**src/rtl/traffic_pkg.sv**
```systemverilog
// ============================================================================
// traffic_pkg
//   Shared types and constants for the pedestrian request path.
//   Revision: 1.0
// ============================================================================
`default_nettype none

package traffic_pkg;

  typedef enum logic [1:0] {
    PR_IDLE    = 2'd0,
    PR_PENDING = 2'd1,
    PR_SERVING = 2'd2,
    PR_LOCKOUT = 2'd3
  } pr_state_e;

  localparam logic [7:0] ACCEPT_MAX = 8'd255;

endpackage

`default_nettype wire

```
**src/rtl/button_debounce.sv**
```systemverilog
// ============================================================================
// button_debounce
//   Synchronises a raw push-button and accepts a level after it holds steady.
//   Revision: 1.0
// ============================================================================
`default_nettype none

module button_debounce #(
  parameter int unsigned SYNC_STAGES     = 2,
  parameter int unsigned DEBOUNCE_CYCLES = 4,
  parameter int unsigned CNT_W           = 4
) (
  input  logic clk,
  input  logic reset,
  input  logic button_raw,
  output logic deb,
  output logic press
);

  localparam logic [CNT_W-1:0] DCNT_LAST = CNT_W'(DEBOUNCE_CYCLES - 1);

  logic [SYNC_STAGES-1:0] sync_q;
  logic                   deb_q, deb_d;
  logic [CNT_W-1:0]       dcnt_q, dcnt_d;
  logic                   s;

  assign s = sync_q[SYNC_STAGES-1];

  // Any cycle where the synchronised level agrees with deb restarts the count.
  always_comb begin
    deb_d  = deb_q;
    dcnt_d = '0;
    if (s != deb_q) begin
      if (dcnt_q == DCNT_LAST) begin
        deb_d = s;
      end else begin
        dcnt_d = dcnt_q + 1'b1;
      end
    end
  end

  assign press = deb_d & ~deb_q;
  assign deb   = deb_q;

  always_ff @(posedge clk or posedge reset) begin
    if (reset) begin
      sync_q <= '0;
      deb_q  <= 1'b0;
      dcnt_q <= '0;
    end else begin
      sync_q <= {sync_q[SYNC_STAGES-2:0], button_raw};
      deb_q  <= deb_d;
      dcnt_q <= dcnt_d;
    end
  end

endmodule

`default_nettype wire

```
**src/rtl/ped_request_conditioner.sv**
```systemverilog
// ============================================================================
// ped_request_conditioner
//   Turns debounced button presses into a held request with post-walk lockout.
//   Revision: 1.0
// ============================================================================
`default_nettype none

module ped_request_conditioner
  import traffic_pkg::*;
#(
  parameter int unsigned SYNC_STAGES     = 2,
  parameter int unsigned DEBOUNCE_CYCLES = 4,
  parameter int unsigned LOCKOUT_CYCLES  = 8,
  parameter int unsigned CNT_W           = 4
) (
  input  logic       clk,
  input  logic       reset,
  input  logic       button_raw,
  input  logic       walk,
  output logic       x,
  output logic       pending,
  output logic [7:0] accept_count
);

  localparam logic [CNT_W-1:0] LCNT_INIT = CNT_W'(LOCKOUT_CYCLES - 1);

  pr_state_e        state_q, state_d;
  logic             memo_q, memo_d;
  logic [CNT_W-1:0] lcnt_q, lcnt_d;
  logic             x_q, pending_q;
  logic [7:0]       accept_count_q, accept_count_d;
  logic             deb_w, press_w, press;
  logic             count_inc;

  button_debounce #(
    .SYNC_STAGES    (SYNC_STAGES),
    .DEBOUNCE_CYCLES(DEBOUNCE_CYCLES),
    .CNT_W          (CNT_W)
  ) u_debounce (
    .clk       (clk),
    .reset     (reset),
    .button_raw(button_raw),
    .deb       (deb_w),
    .press     (press_w)
  );

  // A press is only a rising edge, so the accepted level is still low here.
  assign press = press_w & ~deb_w;

  always_comb begin
    state_d   = state_q;
    memo_d    = memo_q;
    lcnt_d    = lcnt_q;
    count_inc = 1'b0;
    case (state_q)
      PR_IDLE: begin
        if (walk) begin
          state_d = PR_SERVING;
        end else if (press) begin
          state_d   = PR_PENDING;
          count_inc = 1'b1;
        end
      end
      PR_PENDING: begin
        if (walk) state_d = PR_SERVING;
      end
      PR_SERVING: begin
        if (!walk) begin
          state_d = PR_LOCKOUT;
          lcnt_d  = LCNT_INIT;
          memo_d  = 1'b0;
        end
      end
      PR_LOCKOUT: begin
        if (walk) begin
          state_d = PR_SERVING;
          memo_d  = 1'b0;
        end else begin
          if (press && !memo_q) begin
            memo_d    = 1'b1;
            count_inc = 1'b1;
          end
          if (lcnt_q == '0) begin
            state_d = (memo_q || press) ? PR_PENDING : PR_IDLE;
            memo_d  = 1'b0;
          end else begin
            lcnt_d = lcnt_q - 1'b1;
          end
        end
      end
      default: state_d = PR_IDLE;
    endcase

    accept_count_d = accept_count_q;
    if (count_inc && (accept_count_q != ACCEPT_MAX)) begin
      accept_count_d = accept_count_q + 8'd1;
    end
  end

  always_ff @(posedge clk or posedge reset) begin
    if (reset) begin
      state_q        <= PR_IDLE;
      memo_q         <= 1'b0;
      lcnt_q         <= '0;
      x_q            <= 1'b0;
      pending_q      <= 1'b0;
      accept_count_q <= 8'd0;
    end else begin
      state_q        <= state_d;
      memo_q         <= memo_d;
      lcnt_q         <= lcnt_d;
      x_q            <= (state_d == PR_PENDING);
      pending_q      <= (state_d == PR_PENDING) || ((state_d == PR_LOCKOUT) && memo_d);
      accept_count_q <= accept_count_d;
    end
  end

  assign x            = x_q;
  assign pending      = pending_q;
  assign accept_count = accept_count_q;

endmodule

`default_nettype wire

```
**config.mk**
```make
export PLATFORM = sky130hd
export DESIGN_NAME = ped_request_conditioner
export DESIGN_NICKNAME = d
export VERILOG_FILES = /design/src/rtl/traffic_pkg.sv /design/src/rtl/button_debounce.sv /design/src/rtl/ped_request_conditioner.sv
export SDC_FILE = /design/constraint.sdc
export NUM_CORES = 1
export LEC_CHECK = 0
export CAP_MARGIN = 20
export CORE_MARGIN = 8
export CORE_UTILIZATION = 45
export CTS_CLUSTER_DIAMETER = 40
export DETAILED_ROUTE_END_ITERATION = 6
export PLACE_DENSITY = 0.73
export SLEW_MARGIN = 20
export SYNTH_ARGS = -nofsm -noshare
export SYNTH_HDL_FRONTEND = slang
export SYNTH_SLANG_ARGS = --single-unit
export TNS_END_PERCENT = 100
```
**constraint.sdc**
```tcl
create_clock -name clk -period 1.73 [get_ports clk]
set_input_delay 0.346 -clock clk [delete_from_list [all_inputs] [get_ports clk]]
set_output_delay 0.346 -clock clk [all_outputs]
set_load 0.01 [all_outputs]
```
==> results of run 1 <==
-- power breakdown --
part / switching [uW] / internal (uW) / leakage [uW]
logic: 568 / 564 / 0.000473
clock network: 158 / 81.2 / 0.0000138
registers: 86.5 / 669 / 0.000299
total: 812 / 1310 / 0.000786
-- through the flow --
| stage | instances | util (%) | cell area [um2] | total power, uW | setup slack [ns] |
|---|---|---|---|---|---|
| after floorplan | 126 | - | 1354 | 1379 | -0.01885 |
| after global placement | 188 | 55.72 | 1645 | 1714 | -0.1658 |
| after CTS | 191 | 56.82 | 1678 | 2026 | -0.02061 |
| after global routing | 196 | 60.17 | 1777 | 2285 | -0.06331 |
| after detailed placement | 188 | 55.72 | 1645 | 1757 | -0.2315 |
| final | 196 | 60.17 | 1777 | 2127 | 0.02207 |
-- worst paths after layout --
kind,slack [ns],cells past startpoint,to
setup / recovery,0.02,6,accept_count[1]
setup reg to reg,0.02,6,accept_count[1]
min in group clk,0.37,0,u_debounce.sync_q[1]
hold / removal,0.36,3,accept_count[3]
max in group asynchronous,1.11,3,accept_count[0]
hold reg to reg,0.37,0,u_debounce.sync_q[1]
-- sequential cells by signal, indices dropped and copies added, names as in the netlist --
name and cells:
u_debounce.dcnt_q 4, x 1, u_debounce.sync_q 2, pending 1
state_q 2, u_debounce.deb 1, accept_count 8, memo_q 1
lcnt_q 4
-- metal layers --
layer / routed length [um] / share of wire (%)
met4: 15 / 0.52
met5: 0 / 0
met3: 143 / 4.9
met2: 1459 / 50
met1: 1276 / 44
-- cells in the mapped netlist, types with 2 or more instances --
library cell | count | area, um2
dfrtp_1 | 24 | 600.6
inv_1 | 11 | 41.29
nor2_1 | 10 | 37.54
ha_1 | 8 | 100.1
xor2_1 | 7 | 61.31
nand2_1 | 6 | 22.52
a21oi_1 | 5 | 25.02
nand3_1 | 5 | 25.02
nor3_1 | 5 | 25.02
o21ai_0 | 4 | 20.02
nor2b_1 | 3 | 18.77
nor4_2 | 3 | 37.54
a211oi_2 | 2 | 25.02
a31oi_1 | 2 | 12.51
mux2_2 | 2 | 22.52
o211ai_1 | 2 | 15.01
o21a_1 | 2 | 15.01
o21ai_1 | 2 | 10.01
o22a_1 | 2 | 17.52
or3b_1 | 2 | 17.52
xnor2_1 | 2 | 17.52
-- cells by family (layout without fill, tap and decap cells) --
family,after synthesis,count (layout),synth area share (%)
and+or+nand+nor,42,42,18.92
buffers and inverters,13,50,3.727
xor gates and xnor gates,9,9,5.872
muxes,3,3,2.516
AOI/OAI and AO/OA,27,27,16.77
adders and majority gates,8,8,7.456
DFF,24,24,44.73
-- cell type report --
cell class,count,share of cell area (%)
clock buffer,3,1.268
inverter,11,2.324
multi-input combinational,89,42.68
sequential,24,33.94
tap,33,2.324
timing repair buffer,36,17.46
-- critical path, stage by stage, from the launching register on --
cell and delay, ns:
dfrtp_1 0.45, inv_2 0.10, ha_4 0.20, nor2_4 0.12, o2111ai_4 0.21, nor2_2 0.21
mux2_4 0.31
-- repair_timing --
item / in CTS / in global routing
endpoints found under the hold margin: 0 / 0
gates resized for setup: 3 / 17
buffers inserted: 0 / 5
pin swaps: 1 / 11
setup endpoints to repair: 7 / 13
==> flow_summary.json, run 1 <==
{
  "run_status": "complete, no violations",
  "grt_pass1_wl_um": 4919,
  "route.detailed.drc": 0,
  "setup_repair_after_global_routing_missed_its_margin": "yes",
  "wire_per_inst_um": 14.77,
  "timing.critical_path.arrival_ns": 1.91,
  "drtAntennaViolNets": 0,
  "finalHoldViolCount": 0,
  "clock_latency_on_the_worst_skew_pair_ns": 0.30,
  "path_clk_slew_ns": 0.13,
  "vias_per_cell": 5.434,
  "syn_to_final_growth_pct": 32.34,
  "clock_sink_count": 24,
  "start_kind": "flop",
  "antenna_found_initial": 0,
  "cts_root_buffer": "clkbuf_4",
  "worst-slew-pin-transition_ns": 0.3955,
  "cts_tree": "built",
  "fin_skew_ns": 0.003561,
  "portBuffers": 13,
  "post_synthesis_average_cell_area_um2": 10.66,
  "synth_enable_flop_cells": 0,
  "multi_input_area_um2": 758.2,
  "route.final.wire_length_um": 2895,
  "slew_viol_final": 0,
  "ys_types": 38,
  "clock_tree.buffer_depth": 2,
  "cp-end-kind": "flop",
  "final_cell_mix": "dfrtp_1 (22), buf_4 (21), clkdlybuf4s50_1 (13)",
  "fillerInstances": 258,
  "period_needed_ns": 1.708,
  "cts_hold_buffers": 0,
  "ys_seq_area_share_pct": 44.73,
  "setup_violations": 0,
  "critPathRequiredTime_ns": 1.94,
  "track_usage_pct": 11.67,
  "drt_pre_antenna_iters": 4,
  "relSlewSlack_pct": 73.62,
  "drt_iter0_markers": 76,
  "max_ir_drop_vdd_uv": 549.2,
  "netlist_area_um2": 1343,
  "die_x_um": 70.62,
  "tightest_hold_check_type": "in2async",
  "floorplan.initialDensity_pct": 45.47,
  "crit_type": "reg2reg",
  "synthesis.instances": 126,
  "synth_async_sr_flop_share_pct": 100.0,
  "cap_violations": 0,
  "ys_warn_count": 0,
  "vias_in_the_first_global_route": 1132,
  "setup-tns-final_ns": 0,
  "place_congestion": 0.8450,
  "diodes_inserted": 0,
  "p_leak_uw": 0.0007855,
  "seq_area_um2": 603.1,
  "largest_net_degree_at_the_start_of_global_routing": 25,
  "finalNetCount": 177,
  "power.density_cell_area_nw_per_um2": 1197,
  "row_count": 20,
  "reg2reg_from": "state_q[1]",
  "placeableCoreArea_um2": 2953,
  "postSynthNetCount": 138,
  "via_count": 1065,
  "use_met3_pct": 3.107,
  "use_met2_pct": 19.90,
  "grt-busiest-layer": "met2",
  "fin_worst_hold_slack_ns": 0.3644,
  "h-tree-depth": 1,
  "layout_cells_sized_above_1_pct": 33.13,
  "numCtsBuffers": 3,
  "place.detailed.hpwl_um": 2082,
  "layout_worst_path_cycle_share_pct": 98.72,
  "achievable-frequency_mhz": 585.5,
  "primary_flip_flop_cell_chosen_by_synthesis_mapping": "dfrtp_1",
  "globalRouteOverflowTotal": 0,
  "critical_path.max_fanout": 7,
  "postSynthRegisterBits": 24,
  "grt_use_met1_pct": 13.95,
  "critPathLaunch": "state_q[1]",
  "die_area_um2": 4987,
  "final_common_cell": "dfrtp_1",
  "die_h_um": 70.62,
  "ios": 14
}
No activity file was read; power rests on OpenSTA's default activity.
==> run 2, diff against run 1 <==
Settings changed: PLACE_DENSITY 0.73 to 0.64.
==> run 2 against run 1 <==
  * Total power up 7.4%
  * Worst setup slack better by 0.011 ns
  * Core utilization up 0.97 points
  * Wire length up 3.4%
  * Register-to-register slack about the same
  * Hold slack worse by 0.029 ns
  * Critical path type unchanged
  * Highest routed layer unchanged
==> flow_summary.json, run 2 (synthesis results as in run 1) <==
{
  "setup-tns-final_ns": 0,
  "wire_per_inst_um": 15.27,
  "cap_violations": 0,
  "crit_type": "reg2reg",
  "die_h_um": 70.62,
  "numCtsBuffers": 3,
  "h-tree-depth": 1,
  "max_stage_delay_ns": 0.41,
  "max_ir_drop_vdd_uv": 624.6,
  "path_clk_slew_ns": 0.14,
  "detailedPlace.worstSlack_ns": -0.1933,
  "place.detailed.hpwl_um": 2177,
  "worst_path_dominant_cell_family": "simple AND/OR/NAND/NOR gates",
  "placedInstanceArea_um2": 1645,
  "power.density_cell_area_nw_per_um2": 1266,
  "die_area_um2": 4987,
  "critical_path.max_fanout": 4,
  "timing.critical_path.arrival_ns": 1.91,
  "slew_viol_final": 0,
  "vias_in_the_first_global_route": 1100,
  "critPathRequiredTime_ns": 1.95,
  "row_count": 20,
  "cts_root_buffer": "clkbuf_4",
  "diodes_inserted": 0,
  "antenna_found_initial": 0,
  "fillerInstances": 262,
  "tightest_hold_check_type": "in2async",
  "portBuffers": 13,
  "place_congestion": 0.8159,
  "globalRouteOverflowTotal": 0,
  "final_cell_mix": "buf_4 (22), dfrtp_1 (21), clkdlybuf4s50_1 (12)",
  "achievable-frequency_mhz": 589.1,
  "cp-end-kind": "flop",
  "p_leak_uw": 0.0008096,
  "clock_tree.buffer_depth": 2,
  "placeableCoreArea_um2": 2953,
  "final_common_cell": "buf_4",
  "floorplan.initialDensity_pct": 45.47,
  "start_kind": "flop",
  "setup_violations": 0,
  "drtAntennaViolNets": 0,
  "via_count": 1079,
  "track_usage_pct": 12.30,
  "drt_pre_antenna_iters": 4,
  "clock_latency_on_the_worst_skew_pair_ns": 0.33,
  "fin_skew_ns": 0.01150,
  "period_needed_ns": 1.697,
  "crit_path_cell_trace": "inv_1, ha_2, or3b_4, a211o_1, a31oi_4, nor3_1",
  "setup_repair_after_global_routing_missed_its_margin": "yes",
  "ios": 14,
  "die_x_um": 70.62,
  "worst-slew-pin-transition_ns": 0.4232,
  "grt_pass1_wl_um": 5085,
  "vias_per_cell": 5.505,
  "run_status": "complete, no violations",
  "syn_to_final_growth_pct": 34.48,
  "final_critical_path_setup_slack_ns": 0.03260,
  "drt_iter0_markers": 44,
  "finalNetCount": 176,
  "finalHoldViolCount": 0,
  "final_cell_area_um2": 1805,
  "cts_tree": "built",
  "route.detailed.drc": 0,
  "route.final.wire_length_um": 2992,
  "largest_register_ff_count": 8,
  "cp.buffers_inverters": 1,
  "layout_worst_path_cycle_share_pct": 98.12,
  "relSlewSlack_pct": 71.77,
  "clock_sink_count": 24,
  "layout_cells_sized_above_1_pct": 31.90,
  "critical_path_top_delay_cell": "dfrtp_1",
  "largest_net_degree_at_the_start_of_global_routing": 25
}
run 2: per-layer routing:
layer | wire length [um] | share of wire (%) | track usage, % | vias up
li1 | - | - | - | 521
met1 | 1262 | 42 | 14.73 | 541
met2 | 1615 | 54 | 21.55 | 15
met3 | 88 | 2.9 | 2.542 | 2
met4 | 25 | 0.84 | 3.464 | 0
met5 | 0 | 0 | 0 | -
run 2: path summary, 6_finish.rpt:
| kind | from | to | slack, ns | depth (start not counted) |
|---|---|---|---|---|
| setup / recovery | lcnt_q[1] | x | 0.03 | 6 |
| hold / removal | reset | accept_count[4] | 0.34 | 3 |
| setup reg to reg | lcnt_q[1] | x | 0.03 | 6 |
| hold reg to reg | u_debounce.sync_q[0] | u_debounce.sync_q[1] | 0.35 | 0 |
| max in group asynchronous | reset | accept_count[1] | 1.14 | 3 |
| min in group clk | u_debounce.sync_q[0] | u_debounce.sync_q[1] | 0.35 | 0 |
run 2: tightest hold or removal path: cells and delay by family:
kind / cells / cell delay [ns]
buffers and inverters: 3 / 0.74
run 2: power breakdown:
| part | switching [uW] | internal, uW |
|---|---|---|
| registers | 88.7 | 669 |
| logic | 552 | 558 |
| clock network | 183 | 235 |
run 2: through the flow:
stage | total power [uW] | cells | util (%) | hold slack [ns]
detailed placement | 1753 | 188 | 55.72 | 0.3379
CTS | 2262 | 194 | 59.11 | 0.3438
finish | 2286 | 196 | 61.14 | 0.3359
global route | 2438 | 196 | 61.14 | 0.3606
floorplan | 1379 | 126 | - | 0.3312
global placement | 1712 | 188 | 55.72 | 0.3348
run 2: area by class of cell:
type	instances	area (um2)	share of cell area (%)
Sequential cell	24	604.3	33.47
Clock buffer	3	22.52	1.247
Timing Repair Buffer	35	297.8	16.49
Tap cell	33	41.29	2.287
Inverter	11	41.29	2.287
Multi-Input combinational cell	89	768.2	42.55
Clock inverter	1	30.03	1.663
run 2: repair_timing:
item	in CTS	in global routing
hold buffers	0	0
buffers inserted	2	2
pin swaps	6	9
endpoints found under the setup margin	10	13
gates resized for setup	7	12
==> run 3, diff against run 2 <==
Settings changed: PLACE_DENSITY 0.64 to 0.62.
Clock period 1.73 ns to 2 ns, I/O delays scaled along.
==> run 3 against run 2 <==
  * Clock skew decreased by 0.0045 ns
  * Fmax decreased by 8.5%
  * Worst setup slack better by 0.11 ns
  * Sequential power decreased by 12%
  * Via count down 11%
  * Register-to-register slack improved by 0.11 ns
  * Count of clock-buffer cells in the layout unchanged
  * Design area fell by 11%
  * Non-clock buffer count decreased by 15
  * Largest power group unchanged
  * Highest routed layer unchanged
==> flow_summary.json, run 3 (synthesis results as in run 1) <==
{
  "setup_violations": 0,
  "floorplan.initialDensity_pct": 45.47,
  "syn_to_final_growth_pct": 20.32,
  "largest_net_degree_at_the_start_of_global_routing": 25,
  "clock_latency_on_the_worst_skew_pair_ns": 0.32,
  "power.density_cell_area_nw_per_um2": 1081,
  "layout_worst_path_cycle_share_pct": 92.73,
  "hold_start": "u_debounce.sync_q[0]",
  "antenna_found_initial": 0,
  "achievable-frequency_mhz": 539.2,
  "track_usage_pct": 11.15,
  "globalRouteOverflowTotal": 0,
  "drt_pre_antenna_iters": 4,
  "period_needed_ns": 1.855,
  "run_status": "complete, no violations",
  "place_congestion": 0.8253,
  "final_cell_mix": "dfrtp_1 (24), clkdlybuf4s50_1 (13), inv_1 (11)",
  "route.detailed.drc": 0,
  "critical_path.max_fanout": 5,
  "placeableCoreArea_um2": 2953,
  "fin_skew_ns": 0.006996,
  "largest_register_ff_count": 8,
  "place.detailed.hpwl_um": 1990,
  "final_common_cell": "dfrtp_1",
  "h-tree-depth": 1,
  "slew_viol_final": 0,
  "post-route-util_pct": 54.70,
  "p_leak_uw": 0.0007231,
  "max_ir_drop_vdd_uv": 625.3,
  "grt_pass1_wl_um": 4526,
  "vias_per_cell": 5.320,
  "drtAntennaViolNets": 0,
  "die_h_um": 70.62,
  "numCtsBuffers": 3,
  "crit_type": "reg2reg",
  "vias_in_the_first_global_route": 999,
  "route.final.wire_length_um": 2533,
  "final_critical_path_setup_slack_ns": 0.1455,
  "via_count": 963,
  "start_kind": "flop",
  "final_cell_area_um2": 1615,
  "ios": 14,
  "row_count": 20,
  "worst-slew-pin-transition_ns": 0.4004,
  "path_clk_slew_ns": 0.14,
  "cts_hold_buffers": 0,
  "finalHoldViolCount": 0,
  "placedInstanceArea_um2": 1558,
  "critPathRequiredTime_ns": 2.21,
  "relSlewSlack_pct": 73.16,
  "wire_per_inst_um": 13.99,
  "cts_tree": "built",
  "tightest_hold_check_type": "reg2reg",
  "detailedPlace.worstSlack_ns": 0.07277,
  "cp-end-kind": "flop",
  "clock_sink_count": 24,
  "reg2reg_from": "lcnt_q[0]",
  "diodes_inserted": 0,
  "fillerInstances": 267,
  "layout_cells_sized_above_1_pct": 16.89,
  "cap_violations": 0,
  "clock_tree.buffer_depth": 2,
  "fin_worst_hold_slack_ns": 0.3731,
  "die_x_um": 70.62,
  "finalNetCount": 161,
  "portBuffers": 13,
  "drt_iter0_markers": 34,
  "timing.critical_path.arrival_ns": 2.06,
  "critPathLaunch": "lcnt_q[0]",
  "cts_root_buffer": "clkbuf_4",
  "total_power_uw": 1747,
  "die_area_um2": 4987
}
==> run 3: changes by cell type in the layout (fill, tap and decap cells not counted), moves of 3 or more <==
cell	delta
buf_4	-15
dfrtp_1	+3
dfrtp_2	-3
ha_1	+3
==> run 3: worst paths after layout <==
| check | slack (ns) | cells past startpoint | to |
|---|---|---|---|
| max | 0.15 | 6 | state_q[0] |
| min | 0.37 | 0 | u_debounce.sync_q[1] |
| max reg2reg | 0.15 | 6 | state_q[0] |
| min reg2reg | 0.37 | 0 | u_debounce.sync_q[1] |
| max in group asynchronous | 1.37 | 3 | lcnt_q[2] |
| min in group asynchronous | 0.39 | 3 | accept_count[4] |
==> run 3: critical path, cell delays in order, from the launching register on <==
cell and delay (ns):
dfrtp_1 0.45, inv_1 0.07, ha_1 0.19, or3b_4 0.43, a211o_1 0.31, a31oi_4 0.21, nor2_1 0.08
==> run 3: final cells by class <==
type	instances	area [um2]	share of cell area [%]
Sequential cell	24	600.6	37.18
Inverter	11	41.29	2.556
Clock inverter	1	30.03	1.859
Clock buffer	3	22.52	1.394
Multi-Input combinational cell	89	696.9	43.14
Timing Repair Buffer	20	182.7	11.31
Tap cell	33	41.29	2.556
==> run 3: metrics by stage <==
step	instances	setup TNS, ns
after detailed placement	177	0
after CTS	181	0
final	181	0
after global routing	181	-0.004949
after floorplan	126	0
after global placement	177	0
==> run 3: layer usage <==
| metal | share of wire [%] | up-vias | GRT usage, % |
|---|---|---|---|
| met5 | 0 | - | 0 |
| met4 | 0.59 | 0 | 4.157 |
| met3 | 1.7 | 2 | 2.260 |
| met2 | 50 | 4 | 18.35 |
| met1 | 48 | 471 | 13.98 |
| li1 | - | 486 | - |
==> run 3: what timing repair did <==
| item | 4_1_cts | 5_1_grt |
|---|---|---|
| setup buffers | 0 | 0 |
| gates resized for setup | 0 | 2 |
| endpoints found under the setup margin | 0 | 2 |
==> run 3: where the power goes <==
part / total [uW] / leakage, uW / switching (uW) / internal [uW]
registers: 666 / 0.000302 / 88.7 / 577
logic: 723 / 0.000393 / 389 / 334
clock network: 358 / 0.0000279 / 155 / 203
==> RTL change, RTL diff (flow settings as in run 1) <==
Re-encode `pr_state_e` (4 states) as one-hot, 4 bits wide.
--- a/src/rtl/traffic_pkg.sv
+++ b/src/rtl/traffic_pkg.sv
@@ -7,11 +7,11 @@
 
 package traffic_pkg;
 
-  typedef enum logic [1:0] {
-    PR_IDLE    = 2'd0,
-    PR_PENDING = 2'd1,
-    PR_SERVING = 2'd2,
-    PR_LOCKOUT = 2'd3
+  typedef enum logic [3:0] {
+    PR_IDLE    = 4'b0001,
+    PR_PENDING = 4'b0010,
+    PR_SERVING = 4'b0100,
+    PR_LOCKOUT = 4'b1000
   } pr_state_e;
 
   localparam logic [7:0] ACCEPT_MAX = 8'd255;
Formal check against the unedited RTL: same outputs for any inputs over 10 cycles, from zero or initial values and one cycle with reset high; not proved beyond that.
==> RTL change against run 1 <==
Design area decreased by 5.5%; clock skew increased by 0.012 ns; die area decreased by 2.7%; sequential cell count increased by 2; synthesized area decreased by 3.5%; fmax increased by 1.8%; setup slack improved by 0.031 ns; routed wire length decreased by 7.2%; core utilization increased by 0.72 points.
Power is not compared: it rests on default switching activity, and its combinational part moved more than twofold at a synthesized area within 25%.
==> RTL change: results (changes against run 1) <==
- Crit path kind: register to output pin
- Run status: finished clean
- Critical Path Source: accept_count[3]$_DFFE_PP0P_
- Routed wl met3: 123 um (-14%)
- Total GRT Usage: 0.112 (-0.00439)
- Fill count: 231 (-10%)
- Syn_area_per_cell: 10.6 um^2 (-0.38%)
- Reg2Reg Capture Point: lcnt_q[1]$_DFFE_PP0P_
- Clock transition at path regs: 0.15 ns (+0.02 ns)
- Detailed placer's ending HPWL: 1860 um (-11%)
- Post-Place Cells: 175 (-6.9%)
- Register-to-register setup slack: 0.05 ns (+0.03 ns)
- Drt wl/cell: 14.5 um (-1.6%)
- Net Count, Synth: 129 (-6.5%)
- Crit-path leading delay family: buffers and inverters
- Reg2reg start: state_q[2]$_DFF_PP0_
- Mux cell area share after synthesis: 0.0164 (-0.00874)
- Via count: 1017 (-4.5%)
- Met2 routed WL: 1290 um (-12%)
- Tightest Pin Transition: 0.328 ns (-0.0677 ns)
- Clock Skews: 0.0158 ns (+0.0123 ns)
- WL final: 2690 um (-7.2%)
- Top post-synthesis cells by area: dfrtp_1 48%, xor2_1 6.1%, ha_1 2.9%, nor4_1 2.9%, nor3_1 2.7%
- Slowest CP cell: clkdlybuf4s50_1
- Post-synthesis compound-gate area fraction: 0.0841 (-0.0837)
- Adder-cell area share of the yosys netlist: 0.0290 (-0.0456)
- Register area share after synthesis: 0.503 (+0.0560)
- Placer congestion estimate: 0.803 (-5.0%)
- Routed length on met1: 1220 um (-4.8%)
- Commonest cells in the netlist: 25 x dfrtp_1, 9 x nand2_1, 9 x xor2_1, 8 x nor2_1
- Vias in the first global route: 1034 (-8.7%)
- First-pass GRT wire length: 4620 um (-6.2%)
- DRT iter0 DRCs: 49 (-36%)
- Clk_lat worst skew: 0.34 ns (+0.04 ns)
- Final #Nets: 162 (-8.5%)
- CP max FO: 5 (-2)
- Reg2Reg Depth: 4 (-2)
- Power Total: 1.63 mW
- Worst path max stage delay: 0.55 ns (+0.10 ns)
- Share of cells above drive strength 1: 0.260 (-0.0715)
- Post-Synth XOR/XNOR Area: 0.0744 (+0.0157)
## RTL change: cell types whose count changed after synthesis, moves of 3 or more
cell and delta:
ha_1 -5, nor3b_1 +3, nand2_1 +3, o21ai_0 +3, nor4_2 -3, inv_1 -4, nor4_1 +6, a21oi_1 -3
## RTL change: through the flow
stage,setup TNS [ns],setup slack [ns]
after floorplan,0,0.0679
after global placement,-0.847,-0.127
after detailed placement,-1.66,-0.269
after CTS,0,0.00496
after global routing,-0.0168,-0.00966
final,0,0.0529
## RTL change: worst min path at each step
stage,cells past startpoint,endpoint,start,slack (ns)
floorplan,0,u_debounce.sync_q[1]$_DFF_PP0_,u_debounce.sync_q[0]$_DFF_PP0_,0.33
global placement,0,u_debounce.sync_q[1]$_DFF_PP0_,u_debounce.sync_q[0]$_DFF_PP0_,0.33
detailed placement,0,u_debounce.sync_q[1]$_DFF_PP0_,u_debounce.sync_q[0]$_DFF_PP0_,0.34
CTS,3,accept_count[2]$_DFFE_PP0P_,reset,0.35
global route,0,u_debounce.sync_q[1]$_DFF_PP0_,u_debounce.sync_q[0]$_DFF_PP0_,0.38
finish,3,state_q[2]$_DFF_PP0_,reset,0.35
## RTL change: final cells by class
class                   count  area, um^2  area share
flip-flops and latches     26         653       0.389
well taps                  31        38.8      0.0231
repair buffers             31         264       0.157
inverters                   7        26.3      0.0156
multi-input cells          86         661       0.393
clock buffers               4        36.3      0.0216
## RTL change: what timing repair did
action                                  in CTS  in global routing
endpoints found under the setup margin      12                 16
gates resized for setup                      6                  9
setup buffers                                0                  6
pin swaps                                    0                  4
## RTL change: layer usage
metal / track usage / vias to the layer above
met4: 0.0402 / 0
met1: 0.130 / 489
li1: - / 501
met5: 0 / -
met2: 0.189 / 20
met3: 0.0372 / 7
